$ cat config.mk
export PLATFORM = sky130hd
export DESIGN_NAME = rr_req_arbiter
export DESIGN_NICKNAME = d
export VERILOG_FILES = /design/src/rtl/rr_req_arbiter.sv
export SDC_FILE = /design/constraint.sdc
export NUM_CORES = 1
export LEC_CHECK = 0
export CAP_MARGIN = 20
export CORE_MARGIN = 3
export CORE_UTILIZATION = 57
export CTS_BUF_LIST = sky130_fd_sc_hd__clkbuf_8
export CTS_CLUSTER_SIZE = 40
export DETAILED_ROUTE_END_ITERATION = 6
export HOLD_SLACK_MARGIN = 0.06
export PLACE_DENSITY_LB_ADDON = 0.05
export SYNTH_ARGS = -nofsm -noshare
export SYNTH_HDL_FRONTEND = slang
export SYNTH_SLANG_ARGS = --single-unit
$ cat constraint.sdc
create_clock -name clk -period 3.19 [get_ports clk]
set_input_delay 0.638 -clock clk [delete_from_list [all_inputs] [get_ports clk]]
set_output_delay 0.638 -clock clk [all_outputs]
set_load 0.05 [all_outputs]
$ cat src/rtl/rr_req_arbiter.sv
// rr_req_arbiter: round-robin arbiter sharing one req/gnt resource among N
// requesters. Grants are registered and one-hot. A holder that keeps its
// request beyond MAX_HOLD consecutive grant cycles while someone else waits
// is pre-empted. Handshake and fairness rules are checked by embedded
// concurrent assertions.
module rr_req_arbiter #(
  parameter int N        = 4,
  parameter int MAX_HOLD = 8
) (
  input  logic                 clk,
  input  logic                 reset_n,
  input  logic [N-1:0]         req,
  output logic [N-1:0]         gnt,
  output logic                 gnt_valid,
  output logic [$clog2(N)-1:0] gnt_id,
  output logic                 preempt
);

  localparam int IDW   = $clog2(N);
  localparam int HCW   = $clog2(MAX_HOLD + 1);
  localparam int BOUND = (N - 1) * MAX_HOLD + 1;

  localparam logic [0:0] ST_IDLE = 1'b0;
  localparam logic [0:0] ST_BUSY = 1'b1;

  localparam logic [HCW-1:0] HOLD_MAX = HCW'(MAX_HOLD);
  localparam logic [HCW-1:0] HOLD_ONE = HCW'(1);

  logic [0:0]     state_q,     state_d;
  logic [N-1:0]   gnt_q,       gnt_d;
  logic           gnt_valid_q, gnt_valid_d;
  logic [IDW-1:0] gnt_id_q,    gnt_id_d;
  logic           preempt_q,   preempt_d;
  logic [IDW-1:0] last_id_q,   last_id_d;
  logic [HCW-1:0] hold_cnt_q,  hold_cnt_d;

  logic [N-1:0]   holder_oh;
  logic [N-1:0]   others;
  logic [IDW:0]   pick_all;
  logic [IDW:0]   pick_oth;
  logic           do_grant;
  logic           go_idle;
  logic [IDW-1:0] win;

  // One-hot vector with a single bit set at idx.
  function automatic logic [N-1:0] to_onehot(input logic [IDW-1:0] idx);
    logic [N-1:0] v;
    v = '0;
    v[idx] = 1'b1;
    return v;
  endfunction

  // Round-robin search: scans last+1, last+2, ... wrapping, ending at last.
  // Returns {found, index}.
  function automatic logic [IDW:0] rr_pick(input logic [N-1:0]   mask,
                                           input logic [IDW-1:0] last);
    logic           found;
    logic [IDW-1:0] idx;
    logic [IDW-1:0] pidx;
    int             p;
    found = 1'b0;
    idx   = '0;
    for (int k = 1; k <= N; k++) begin
      p    = (int'(last) + k) % N;
      pidx = IDW'(p);
      if (!found && mask[pidx]) begin
        found = 1'b1;
        idx   = pidx;
      end
    end
    return {found, idx};
  endfunction

  // While BUSY the holder is always last_id, so excluding last_id from the
  // search keeps an expiring holder from re-winning its own slot.
  always_comb begin
    holder_oh = to_onehot(last_id_q);
    others    = req & ~holder_oh;
    pick_all  = rr_pick(req, last_id_q);
    pick_oth  = rr_pick(others, last_id_q);
  end

  // Next-state decision: new grant, release, hold extension or pre-emption.
  always_comb begin
    state_d     = state_q;
    gnt_d       = gnt_q;
    gnt_valid_d = gnt_valid_q;
    gnt_id_d    = gnt_id_q;
    last_id_d   = last_id_q;
    hold_cnt_d  = hold_cnt_q;
    preempt_d   = 1'b0;
    do_grant    = 1'b0;
    go_idle     = 1'b0;
    win         = '0;

    if (state_q == ST_IDLE) begin
      if (pick_all[IDW]) begin
        do_grant = 1'b1;
        win      = pick_all[IDW-1:0];
      end
    end else begin
      if (!req[last_id_q]) begin
        // Release: hand over without an idle gap if anyone else waits.
        if (pick_oth[IDW]) begin
          do_grant = 1'b1;
          win      = pick_oth[IDW-1:0];
        end else begin
          go_idle = 1'b1;
        end
      end else if (hold_cnt_q < HOLD_MAX) begin
        hold_cnt_d = hold_cnt_q + 1'b1;
      end else if (pick_oth[IDW]) begin
        // Hold expired with a contender present: forced handover.
        do_grant  = 1'b1;
        win       = pick_oth[IDW-1:0];
        preempt_d = 1'b1;
      end
      // Expired without a contender: grant kept, hold_cnt stays saturated.
    end

    if (do_grant) begin
      state_d     = ST_BUSY;
      gnt_d       = to_onehot(win);
      gnt_valid_d = 1'b1;
      gnt_id_d    = win;
      last_id_d   = win;
      hold_cnt_d  = HOLD_ONE;
    end else if (go_idle) begin
      state_d     = ST_IDLE;
      gnt_d       = '0;
      gnt_valid_d = 1'b0;
      gnt_id_d    = '0;
      hold_cnt_d  = '0;
    end
  end

  // Arbiter state and registered outputs; pointer resets to N-1 so index 0 wins first.
  always_ff @(posedge clk or negedge reset_n) begin
    if (!reset_n) begin
      state_q     <= ST_IDLE;
      gnt_q       <= '0;
      gnt_valid_q <= 1'b0;
      gnt_id_q    <= '0;
      preempt_q   <= 1'b0;
      last_id_q   <= IDW'(N - 1);
      hold_cnt_q  <= '0;
    end else begin
      state_q     <= state_d;
      gnt_q       <= gnt_d;
      gnt_valid_q <= gnt_valid_d;
      gnt_id_q    <= gnt_id_d;
      preempt_q   <= preempt_d;
      last_id_q   <= last_id_d;
      hold_cnt_q  <= hold_cnt_d;
    end
  end

  assign gnt       = gnt_q;
  assign gnt_valid = gnt_valid_q;
  assign gnt_id    = gnt_id_q;
  assign preempt   = preempt_q;

  // Per-requester waiting time, only feeding the starvation assertion.
  logic [31:0] wait_q [N];
  logic [31:0] wait_d [N];

  // A requester waits while its req is high and it does not hold the grant.
  always_comb begin
    for (int i = 0; i < N; i++) begin
      wait_d[i] = '0;
      if (req[i] && !gnt_q[i]) begin
        wait_d[i] = wait_q[i] + 32'd1;
      end
    end
  end

  // Waiting-time counters.
  always_ff @(posedge clk or negedge reset_n) begin
    if (!reset_n) begin
      for (int i = 0; i < N; i++) begin
        wait_q[i] <= '0;
      end
    end else begin
      for (int i = 0; i < N; i++) begin
        wait_q[i] <= wait_d[i];
      end
    end
  end

  a_gnt_onehot0: assert property (@(posedge clk) disable iff (!reset_n)
    $onehot0(gnt_q));

  a_gnt_valid: assert property (@(posedge clk) disable iff (!reset_n)
    gnt_valid_q == (|gnt_q));

  a_hold_limit: assert property (@(posedge clk) disable iff (!reset_n)
    (gnt_valid_q && (hold_cnt_q == HOLD_MAX) && (|(req & ~gnt_q)))
      |=> (gnt_q != $past(gnt_q)));

  a_hold_range: assert property (@(posedge clk) disable iff (!reset_n)
    hold_cnt_q <= HOLD_MAX);

  for (genvar g = 0; g < N; g++) begin : g_req_chk
    a_gnt_rise: assert property (@(posedge clk) disable iff (!reset_n)
      $rose(gnt_q[g]) |-> $past(req[g]));

    a_no_starve: assert property (@(posedge clk) disable iff (!reset_n)
      wait_q[g] <= 32'(BOUND));
  end

endmodule

; After elaboration in Yosys (flattened, before gate mapping)
; Index checks and enable logic that the tools add are counted.
[totals]
ff_bits = 14
word_cells = 105
[op_classes]
n_bitwise = 2
n_mux = 64
order_cmp = 9
addsub = 5
reduce_logical = 19
[ops]
columns = op, count
row1 = 2-to-1 mux 1 bit, 31
row2 = 2-to-1 mux 2 bit, 15
row3 = 2-to-1 mux 4 bit, 7
row4 = binary-select mux 1 bit (select 2 bit), 9
row5 = "less-than comparator 2 x 3 -> 1 bit, second input constant", 6
row6 = nonzero test 3 bit, 3
row7 = logical AND 1 bit, 8
row8 = zero test 1 bit, 6
row9 = "adder 2 x 1 -> 2 bit, second input constant", 2
row10 = "adder 2 bit, second input constant", 2
row11 = "adder 4 x 1 -> 4 bit, second input constant", 1
row12 = bitwise AND 4 bit, 1
row13 = demux 1 bit (select 2 bit), 2
row14 = "greater-or-equal comparator 2 x 1 -> 1 bit, second input constant", 2
row15 = "less-than comparator 4 bit, second input constant", 1
row16 = inverter 4 bit, 1
row17 = AND reduction 3 bit, 1
row18 = nonzero test 2 bit, 1

; Longest topological paths before layout
; Gate-level depths: netlist of the first run.
[logic_depth]
word_depth = 27
ltp_mapped = 10
depth_no_buf = 8

; Least setup slack after synthesis of the first run
; Ideal clock, no wire load.
[synth_timing]
path_kind = reg2reg
from = register last_id_q[0]
to = register gnt_q[0], in the netlist gnt[0]
path_stages_with_launch = 11
t_arrival_ns = 2.652
required_ns = 3.069
path_buffers = 2
slack_ns = 0.417
period_less_slack_ns = 2.773
path_cell_list = dfstp_2 > buf_2 > inv_1 > ha_1 > clkbuf_1 > mux4_1 > nor2_1 > nand2_1 > a311o_1 > o221a_2 > a32o_2
[synth_between]
elab_chain_len = 27
word_cells_on_any_way = 77
cone_classes = 4 x add/sub / 4 x order compare / 52 x mux / 2 x bitwise / 15 x reduce/logical
[synth_rtl]
columns = item, line
row1 = "start, declared", 34  ; logic [IDW-1:0] last_id_q, last_id_d;
row2 = "start signal, assigned", 145  ; last_id_q <= IDW'(N - 1);
row3 = "start signal, assigned", 153  ; last_id_q <= last_id_d;
row4 = less-than comparator 2 x 3 -> 1 bit (not written as such) / greater-or-equal comparator 2 x 1 -> 1 bit (equally long branches), 49  ; v[idx] = 1'b1;
row5 = logical AND 1 bit (not written as such), 49
row6 = 2-to-1 mux 1 bit (not written as such), 49
row7 = demux 1 bit (select 2 bit), 49
row8 = inverter 4 bit, 78  ; others = req & ~holder_oh;
row9 = bitwise AND 4 bit, 78
row10 = binary-select mux 1 bit (select 2 bit), 66  ; if (!found && mask[pidx]) begin
row11 = 2-to-1 mux 1 bit (not written as such), 66
row12 = [11 not listed], --
row13 = 2-to-1 mux 2 bit, 110  ; end else if (hold_cnt_q < HOLD_MAX) begin
row14 = 2-to-1 mux 2 bit, 102  ; if (!req[last_id_q]) begin
row15 = 2-to-1 mux 2 bit, 96  ; if (state_q == ST_IDLE) begin
row16 = less-than comparator 2 x 3 -> 1 bit (not written as such) / greater-or-equal comparator 2 x 1 -> 1 bit (equally long branches), 49
row17 = logical AND 1 bit (not written as such), 49
row18 = 2-to-1 mux 1 bit (not written as such), 49
row19 = demux 1 bit (select 2 bit), 49
row20 = 2-to-1 mux 4 bit, 121  ; if (do_grant) begin
row21 = "end signal, assigned", 149  ; gnt_q <= gnt_d;
row22 = "end, declared", 30  ; logic [N-1:0] gnt_q, gnt_d;
; Several ways; a longest one is shown, not always the timed one. The select of a mux whose other input is x is not followed.
; A chain may end at the register's enable or synchronous reset.

; Worst setup path after layout of the first run
[layout_timing]
from = input req[3]
to = register gnt_q[0], in the netlist gnt[0]
[layout_between]
elab_chain_len = 22
word_cells_on_any_way = 67
cone_classes = 2 x order compare / 50 x mux / 1 x bitwise / 14 x reduce/logical
[layout_rtl]
columns = item, line
row1 = "start, declared", 12  ; input logic [N-1:0] req,
row2 = bitwise AND 4 bit, 78
row3 = binary-select mux 1 bit (select 2 bit), 66
row4 = 2-to-1 mux 1 bit (not written as such), 66
row5 = 2-to-1 mux 1 bit, 66
row6 = zero test 1 bit, 66
row7 = logical AND 1 bit, 66
row8 = 2-to-1 mux 1 bit, 66
row9 = zero test 1 bit, 66
row10 = [6 not listed], --
row11 = 2-to-1 mux 2 bit, 110
row12 = 2-to-1 mux 2 bit, 102
row13 = 2-to-1 mux 2 bit, 96
row14 = less-than comparator 2 x 3 -> 1 bit (not written as such) / greater-or-equal comparator 2 x 1 -> 1 bit (equally long branches), 49
row15 = logical AND 1 bit (not written as such), 49
row16 = 2-to-1 mux 1 bit (not written as such), 49
row17 = demux 1 bit (select 2 bit), 49
row18 = 2-to-1 mux 4 bit, 121
; Several ways; a longest one is shown, not always the timed one. The select of a mux whose other input is x is not followed.

==> impl_metrics.json, run 1 <==
{
  "post-route-min-period_ns": 2.79,
  "slew_violations": 0,
  "grt_pass1_vias": 919,
  "hold_class": "reg -> reg",
  "vias_per_cell": 6.32,
  "cp_data_required_time_ns": 3.37,
  "pre_cts_slack_ns": 0.172,
  "crit_fanout": 11,
  "clk_latency_ns": 0.24,
  "power.share.switching": 0.464,
  "synthDistinctLibCells": 45,
  "status": "finished clean",
  "synth_ff_type": "dfrtp_1",
  "gr-total-overflow": 0,
  "die_w_microns": 50.8,
  "worstMarginPinSlew_ns": 0.609,
  "dieArea_sq_um": 2580,
  "cts_setup_buffers": 0,
  "seq_area_frac_synth": 0.309,
  "yosysWarnings": 0,
  "leakage_nw": 0.577,
  "worstPathArrival_ns": 2.97,
  "first_iter_violations": 28,
  "regToRegEndpoint": "gnt[0]$_DFFE_PN0P_",
  "internal-power_mw": 0.830,
  "final_nets": 143,
  "row_count": 15,
  "syn_avg_cell_area_sq_um": 9.86,
  "crit_path_end_kind": "flop",
  "max_freq_mhz": 359,
  "numCtsBuffers": 3,
  "clk_pin_slew_ns": 0.06,
  "setup_tns_ns": 0,
  "dr.pass1.iters": 4,
  "ios": 14,
  "rsz0062_at_grt": "no",
  "route.detailed.drc": 0,
  "cts.sinks": 14,
  "worstReg2RegStart": "last_id_q[1]$_DFFE_PN1P_",
  "cts-root-buf": "clkbuf_8",
  "ys_ff_latch": 14,
  "htreeDepth": 1,
  "setup_viol_count_final": 0,
  "post_drt_wl_per_cell_microns": 16.1,
  "skew_ns": 0.00157,
  "gp_congestion": 0.932,
  "p_per_area_nw_per_um2": 1130,
  "diodes": 0,
  "p_sw_mw": 0.718,
  "clock_path_buffers": 2,
  "hold_violations": 0,
  "hold_buffers": 0,
  "hold_ws_ns": 0.484,
  "syn_area_sq_um": 1140,
  "grt_first_pass_wirelength_microns": 4330,
  "crit_start": "req[3]",
  "die_h_microns": 50.8,
  "r2r_setup_slack_ns": 0.43,
  "p_comb_frac": 0.679,
  "ff2ff_path_depth": 9,
  "core-area_sq_um": 1800,
  "min_to": "gnt_id[1]$_DFFE_PN0P_",
  "hold_start": "gnt_id[1]$_DFFE_PN0P_",
  "clockPowerShare": 0.110,
  "whs_path_depth": 1,
  "stdcell_area_sq_um": 1370,
  "initial_core_util": 0.635,
  "ant_nets": 0,
  "syn-instance-count": 116,
  "drive_gt1_frac": 0.168,
  "postRouteWirelength_microns": 2520,
  "synth_nets": 127,
  "route.vias.total": 986,
  "track_usage": 0.218,
  "io_buffers": 13,
  "seqPwrFrac": 0.211,
  "synth_edf_count": 0,
  "nFillCells": 135,
  "synthArstFlopShare": 1.00,
  "cts_tree": "yes",
  "cts_resized": 0,
  "antenna_found_initial": 0,
  "cap_violations": 0,
  "cp-start-kind": "primary input",
  "post-route-period-util": 0.874,
  "dpl-instance-area_sq_um": 1310,
  "fin_ws_ns": 0.402,
  "syn_to_final_growth_pct": 19.6,
  "dp_hpwl_microns": 1780,
  "grt_max_degree": 19,
  "worstSetupPathType": "in -> reg",
  "ir_worst_vdd_mv": 0.734,
  "relSlewSlack": 0.593
}
## final cells by class
type                    count  area [sq um]  area share
clock buffers               4          55.1      0.0403
inverters                   7          26.3      0.0192
multi-input cells          88           734       0.537
flip-flops and latches     14           353       0.258
well taps                  25          31.3      0.0229
repair buffers             18           168       0.123
## how the worst max path moves through the flow
stage	endpoint
after detailed placement	gnt[0]$_DFFE_PN0P_
final	gnt[0]$_DFFE_PN0P_
after floorplan	gnt[0]$_DFFE_PN0P_
after global placement	gnt[0]$_DFFE_PN0P_
after CTS	gnt[0]$_DFFE_PN0P_
after global routing	gnt[0]$_DFFE_PN0P_
## per-layer routing
layer	wire [microns]	GRT usage
met5	0	0
met4	5	0.0135
met3	136	0.0534
met2	1160	0.337
met1	1210	0.324
## power by group through the flow
stage	combinational [mW]	clock, mW	sequential (mW)
CTS	1.05	0.173	0.327
detailed placement	1.04	0	0.326
global route	1.13	0.181	0.339
floorplan	0.695	0	0.419
finish	1.05	0.170	0.327
global placement	1.02	0	0.323
## placed cells by master, fill, tap and decap left out, types with 5 or more instances in the layout
master and count:
a21oi_1 6, o21ai_0 9, inv_1 6, clkdlybuf4s50_1 13, nor2_1 10, nand2_1 10
dfrtp_1 12, ha_1 5, buf_4 5, nand2b_1 5
## sequential cells by signal (all words and copies together), names as in the netlist
name        flops
hold_cnt_q      4
gnt             4
gnt_id          2
preempt         1
last_id_q       2
gnt_valid       1
## worst max-delay path, cell delays in order
cell	delay, ns
clkdlybuf4s50_1	0.67
nand2b_1	0.18
mux4_1	0.59
nand2b_4	0.10
mux2_4	0.31
a41oi_4	0.28
a32o_2	0.21
## stage by stage
stage / util / cells / power [mW]
2_1_floorplan: - / 116 / 1.11
3_3_place_gp: 0.728 / 152 / 1.34
3_5_place_dp: 0.728 / 152 / 1.37
4_1_cts: 0.759 / 156 / 1.55
5_1_grt: 0.759 / 156 / 1.65
6_report: 0.759 / 156 / 1.55
## cell families (layout without fill, tap and decap cells)
group                    count (synthesis)  count (layout)  share of synthesized area
AO/OA/AOI/OAI                           40              40                      0.268
AND/OR/NAND/NOR                         34              34                      0.159
flip-flops                              14              14                      0.309
buffers and inverters                   14              29                     0.0492
multiplexers                             8               8                      0.153
adder cells (fa/ha/maj)                  5               5                     0.0547
XOR/XNOR                                 1               1                    0.00766
## cell usage after synthesis (all sizes together), types with 2 or more instances
library cell,count,area share
a2111oi,2,0.015
a21o,2,0.013
a21oi,6,0.026
a22o,2,0.015
a41oi,2,0.032
buf,4,0.016
clkbuf,3,0.0098
dfrtp,12,0.26
dfstp,2,0.046
ha,5,0.055
inv,7,0.023
mux4,6,0.13
nand2,10,0.033
nand2b,8,0.055
nor2,10,0.033
nor2b,2,0.011
o21ai,9,0.039
o22ai,2,0.011
o2bb2ai,2,0.015
Note: power is estimated with default switching activity, not from simulation.
==> run 2, diff against run 1 <==
--- a/config.mk
+++ b/config.mk
@@ -5,12 +5,11 @@
 export SDC_FILE = /design/constraint.sdc
 export NUM_CORES = 1
 export LEC_CHECK = 0
-export CAP_MARGIN = 20
-export CORE_MARGIN = 3
 export CORE_UTILIZATION = 57
 export CTS_BUF_LIST = sky130_fd_sc_hd__clkbuf_8
 export CTS_CLUSTER_SIZE = 40
 export DETAILED_ROUTE_END_ITERATION = 6
+export GPL_ROUTABILITY_DRIVEN = 1
 export HOLD_SLACK_MARGIN = 0.06
 export PLACE_DENSITY_LB_ADDON = 0.05
 export SYNTH_ARGS = -nofsm -noshare
==> impl_metrics.json, run 2 (synthesis gave the netlist of run 1 again) <==
{
  "regToRegEndpoint": "gnt[0]$_DFFE_PN0P_",
  "path_cells": "clkdlybuf4s50_1 > nand2b_1 > mux4_1 > nand2b_4 > mux2_4 > a41oi_4 > o21ai_0",
  "rsz0062_at_grt": "no",
  "p_comb_frac": 0.691,
  "post_drt_wl_per_cell_microns": 16.9,
  "track_usage": 0.284,
  "path_buf_inv": 1,
  "p_sw_mw": 0.720,
  "syn_to_final_growth_pct": 18.7,
  "max_freq_mhz": 355,
  "post-route-period-util": 0.882,
  "ff2ff_path_depth": 9,
  "crit_family": "multiplexers",
  "dr.pass1.iters": 4,
  "crit_path_end_kind": "flop",
  "max_stage_delay_ns": 0.70,
  "io_buffers": 13,
  "ios": 14,
  "worstPathArrival_ns": 2.92,
  "route.detailed.drc": 0,
  "numCtsBuffers": 3,
  "status": "finished clean",
  "cts_resized": 0,
  "worstReg2RegStart": "last_id_q[1]$_DFFE_PN1P_",
  "power.share.switching": 0.472,
  "clockPowerShare": 0.095,
  "drive_gt1_frac": 0.160,
  "ant_nets": 0,
  "die_h_microns": 46.8,
  "cp_slowest_cell": "clkdlybuf4s50_1",
  "vias_per_cell": 6.43,
  "stdcell_area_sq_um": 1360,
  "dpl-instance-area_sq_um": 1310,
  "gr-total-overflow": 0,
  "cap_violations": 0,
  "dieArea_sq_um": 2190,
  "leakage_nw": 0.575,
  "cp_data_required_time_ns": 3.30,
  "first_iter_violations": 33,
  "internal-power_mw": 0.807,
  "htreeDepth": 1,
  "grt_max_degree": 19,
  "cts_tree": "yes",
  "cp-endpoint": "gnt_id[0]$_DFFE_PN0P_",
  "setup_viol_count_final": 0,
  "r2r_setup_slack_ns": 0.42,
  "clock_path_buffers": 2,
  "pre_cts_slack_ns": 0.135,
  "fin_ws_ns": 0.377,
  "row_count": 15,
  "cts-root-buf": "clkbuf_8",
  "core-area_sq_um": 1800,
  "antenna_found_initial": 0,
  "clk_latency_ns": 0.24,
  "p_per_area_nw_per_um2": 1120,
  "crit_fanout": 11,
  "grt_pass1_vias": 933,
  "gp_congestion": 0.959,
  "initial_core_util": 0.635,
  "hold_class": "reg -> reg",
  "route.vias.total": 1003,
  "cts.sinks": 14,
  "cp.depth": 7,
  "diodes": 0,
  "hold_violations": 0,
  "worstMarginPinSlew_ns": 0.636,
  "clk_pin_slew_ns": 0.05,
  "hold_buffers": 0,
  "layout_commonest_cell": "clkdlybuf4s50_1",
  "ir_worst_vdd_mv": 0.749,
  "post-route-min-period_ns": 2.81,
  "final_nets": 143,
  "cp-start-kind": "primary input",
  "postRouteWirelength_microns": 2640,
  "die_w_microns": 46.8,
  "slew_violations": 0,
  "skew_ns": 0.00516,
  "setup_tns_ns": 0,
  "hold_ws_ns": 0.485,
  "cts_setup_buffers": 0,
  "seqPwrFrac": 0.214,
  "grt_first_pass_wirelength_microns": 4370,
  "nFillCells": 130,
  "dp_hpwl_microns": 1980,
  "utilization": 0.753,
  "crit_start": "req[3]",
  "relSlewSlack": 0.575,
  "worstSetupPathType": "in -> reg",
  "layout_common_cells": "clkdlybuf4s50_1, dfrtp_1, nand2_1, nor2_1, o21ai_0"
}
==> run 2: cell types whose count changed in the layout (fill, tap and decap cells not counted), sizes merged <==
| cell | change |
|---|---|
| clkbuf | -1 |
| inv | +1 |
==> run 2: area by class of cell <==
type / instances / area (sq um) / area share
timing repair buffer: 18 / 168 / 0.124
clock buffer: 3 / 41.3 / 0.0304
sequential: 14 / 353 / 0.260
multi-input combinational: 88 / 734 / 0.541
inverter: 7 / 26.3 / 0.0194
clock inverter: 1 / 3.75 / 0.00276
tap: 25 / 31.3 / 0.0230
==> run 2: metal layers <==
metal | routed length [microns] | GRT usage | vias up
met5 | 0 | 0 | -
met4 | 0 | 0.0400 | 0
met3 | 127 | 0.0577 | 0
met2 | 1290 | 0.450 | 37
met1 | 1220 | 0.416 | 487
li1 | - | - | 479
==> run 2: stage by stage <==
step / cells / total power [mW]
floorplan: 116 / 1.11
global placement: 152 / 1.34
detailed placement: 152 / 1.38
CTS: 156 / 1.53
global route: 156 / 1.64
finish: 156 / 1.53
==> run 2: how the worst min path moves through the flow <==
stage          cells past startpoint                   from               endpoint  slack, ns
2_1_floorplan                      0                reset_n     gnt[0]$_DFFE_PN0P_       0.34
3_3_place_gp                       1  gnt_id[1]$_DFFE_PN0P_  gnt_id[1]$_DFFE_PN0P_       0.46
3_5_place_dp                       1     gnt[1]$_DFFE_PN0P_     gnt[1]$_DFFE_PN0P_       0.48
4_1_cts                            1  gnt_id[1]$_DFFE_PN0P_  gnt_id[1]$_DFFE_PN0P_       0.49
5_1_grt                            1  gnt_id[1]$_DFFE_PN0P_  gnt_id[1]$_DFFE_PN0P_       0.50
6_report                           1  gnt_id[1]$_DFFE_PN0P_  gnt_id[1]$_DFFE_PN0P_       0.49
==> run 2: power by group through the flow <==
stage / registers (mW) / logic [mW] / clock network (mW)
after global placement: 0.322 / 1.02 / 0
final: 0.326 / 1.06 / 0.145
after floorplan: 0.419 / 0.695 / 0
after global routing: 0.333 / 1.15 / 0.159
after detailed placement: 0.327 / 1.05 / 0
after CTS: 0.325 / 1.05 / 0.148
==> run 3, diff against run 2 <==
--- a/config.mk
+++ b/config.mk
@@ -5,7 +5,10 @@
 export SDC_FILE = /design/constraint.sdc
 export NUM_CORES = 1
 export LEC_CHECK = 0
-export CORE_UTILIZATION = 57
+export CAP_MARGIN = 20
+export CELL_PAD_IN_SITES_DETAIL_PLACEMENT = 1
+export CELL_PAD_IN_SITES_GLOBAL_PLACEMENT = 1
+export CORE_UTILIZATION = 44
 export CTS_BUF_LIST = sky130_fd_sc_hd__clkbuf_8
 export CTS_CLUSTER_SIZE = 40
 export DETAILED_ROUTE_END_ITERATION = 6
==> impl_metrics.json, run 3 (synthesis gave the netlist of run 1 again) <==
{
  "status": "finished clean",
  "worstSetupPathType": "reg -> reg",
  "cts.sinks": 14,
  "leakage_nw": 0.577,
  "diodes": 0,
  "slew_violations": 0,
  "syn_to_final_growth_pct": 20.4,
  "io_buffers": 13,
  "max_freq_mhz": 345,
  "cts-root-buf": "clkbuf_8",
  "clk_latency_ns": 0.25,
  "clk_pin_slew_ns": 0.05,
  "cp-endpoint": "gnt[0]$_DFFE_PN0P_",
  "clock_path_buffers": 2,
  "antenna_found_initial": 0,
  "drive_gt1_frac": 0.176,
  "dpl-instance-area_sq_um": 1320,
  "numCtsBuffers": 3,
  "worstMarginPinSlew_ns": 0.598,
  "track_usage": 0.234,
  "dp_hpwl_microns": 2110,
  "die_w_microns": 53.0,
  "gr-total-overflow": 0,
  "layout_common_cells": "clkdlybuf4s50_1, dfrtp_1, nand2_1, nor2_1, o21ai_0",
  "grt_first_pass_wirelength_microns": 4640,
  "relSlewSlack": 0.600,
  "dieArea_sq_um": 2810,
  "crit_path_end_kind": "flop",
  "crit_fanout": 11,
  "gp_congestion": 0.841,
  "initial_core_util": 0.462,
  "ant_nets": 0,
  "dp_cells": 157,
  "grt_pass1_vias": 954,
  "final_nets": 143,
  "row_count": 18,
  "postRouteWirelength_microns": 2790,
  "post-route-min-period_ns": 2.90,
  "hold_class": "reg -> reg",
  "first_iter_violations": 8,
  "ff2ff_path_depth": 8,
  "core-area_sq_um": 2480,
  "layout_commonest_cell": "clkdlybuf4s50_1",
  "stdcell_area_sq_um": 1380,
  "post-route-period-util": 0.908,
  "r2r_setup_slack_ns": 0.29,
  "post_drt_wl_per_cell_microns": 17.3,
  "setup_viol_count_final": 0,
  "htreeDepth": 1,
  "fin_cells": 161,
  "hold_violations": 0,
  "worstReg2RegStart": "last_id_q[1]$_DFFE_PN1P_",
  "ios": 14,
  "route.vias.total": 989,
  "cp-start-kind": "flop",
  "p_per_area_nw_per_um2": 1140,
  "route.detailed.drc": 0,
  "cap_violations": 0,
  "grt_max_degree": 19,
  "ir_worst_vdd_mv": 0.701,
  "nFillCells": 294,
  "skew_ns": 0.00396,
  "cts_tree": "yes",
  "rsz0062_at_grt": "no",
  "vias_per_cell": 6.14,
  "crit_start": "last_id_q[1]$_DFFE_PN1P_",
  "die_h_microns": 53.0,
  "hold_buffers": 0,
  "cp_data_required_time_ns": 3.32,
  "dr.pass1.iters": 4,
  "regToRegEndpoint": "gnt[0]$_DFFE_PN0P_",
  "setup_tns_ns": 0,
  "worstPathArrival_ns": 3.03
}
run 3: cell count changes in the layout (fill, tap and decap cells not counted):
| cell | previous run | this run |
|---|---|---|
| nor2_1 | 10 | 9 |
| clkbuf_8 | 3 | 4 |
| nor2_2 | 0 | 1 |
| inv_1 | 7 | 6 |
run 3: report_power, final:
group	switching, mW	total (mW)	internal [mW]	leakage [nW]
combinational	0.606	1.07	0.465	0.376
clock	0.0622	0.172	0.109	0.0288
sequential	0.0644	0.321	0.257	0.172
run 3: metrics by stage:
step | setup WS [ns] | power [mW] | hold slack [ns] | utilization
after floorplan | 0.417 | 1.11 | 0.342 | -
after global placement | 0.247 | 1.36 | 0.463 | 0.532
after detailed placement | 0.167 | 1.39 | 0.478 | 0.532
after CTS | 0.258 | 1.57 | 0.491 | 0.555
after global routing | 0.0462 | 1.69 | 0.514 | 0.556
final | 0.295 | 1.56 | 0.482 | 0.556
run 3: how the worst min path moves through the flow:
stage                           from                     to  slack, ns  cells after the start
2_1_floorplan                reset_n     gnt[0]$_DFFE_PN0P_       0.34                      0
3_3_place_gp   gnt_id[1]$_DFFE_PN0P_  gnt_id[1]$_DFFE_PN0P_       0.46                      1
3_5_place_dp   gnt_id[1]$_DFFE_PN0P_  gnt_id[1]$_DFFE_PN0P_       0.48                      1
4_1_cts        gnt_id[1]$_DFFE_PN0P_  gnt_id[1]$_DFFE_PN0P_       0.49                      1
5_1_grt        gnt_id[1]$_DFFE_PN0P_  gnt_id[1]$_DFFE_PN0P_       0.51                      1
6_report       gnt_id[1]$_DFFE_PN0P_  gnt_id[1]$_DFFE_PN0P_       0.48                      1
run 3: cell type report:
type                       count  area, sq um  area share
clock buffer                   4         55.1      0.0400
sequential                    14          353       0.256
inverter                       7         26.3      0.0191
tap                           30         37.5      0.0273
multi-input combinational     88          737       0.535
timing repair buffer          18          168       0.122
run 3: timing repair:
item / 4_1_cts / 5_1_grt
setup endpoints to repair: 0 / 2
setup buffers: 0 / 0
resized for setup: 0 / 1
run 3: layer usage:
layer,track usage,wire length (microns),vias up
li1,-,-,472
met1,0.321,1370,488
met2,0.346,1260,21
met3,0.0690,88,8
met4,0.0833,75,0
met5,0,0,-
run 3: worst max-delay path: stages (launching register included):
cell and delay, ns:
dfstp_2 0.63, inv_2 0.11, ha_1 0.38, buf_4 0.20
nor2b_1 0.06, a2111oi_0 0.47, o21ai_0 0.28, o221a_2 0.38
a32o_2 0.27
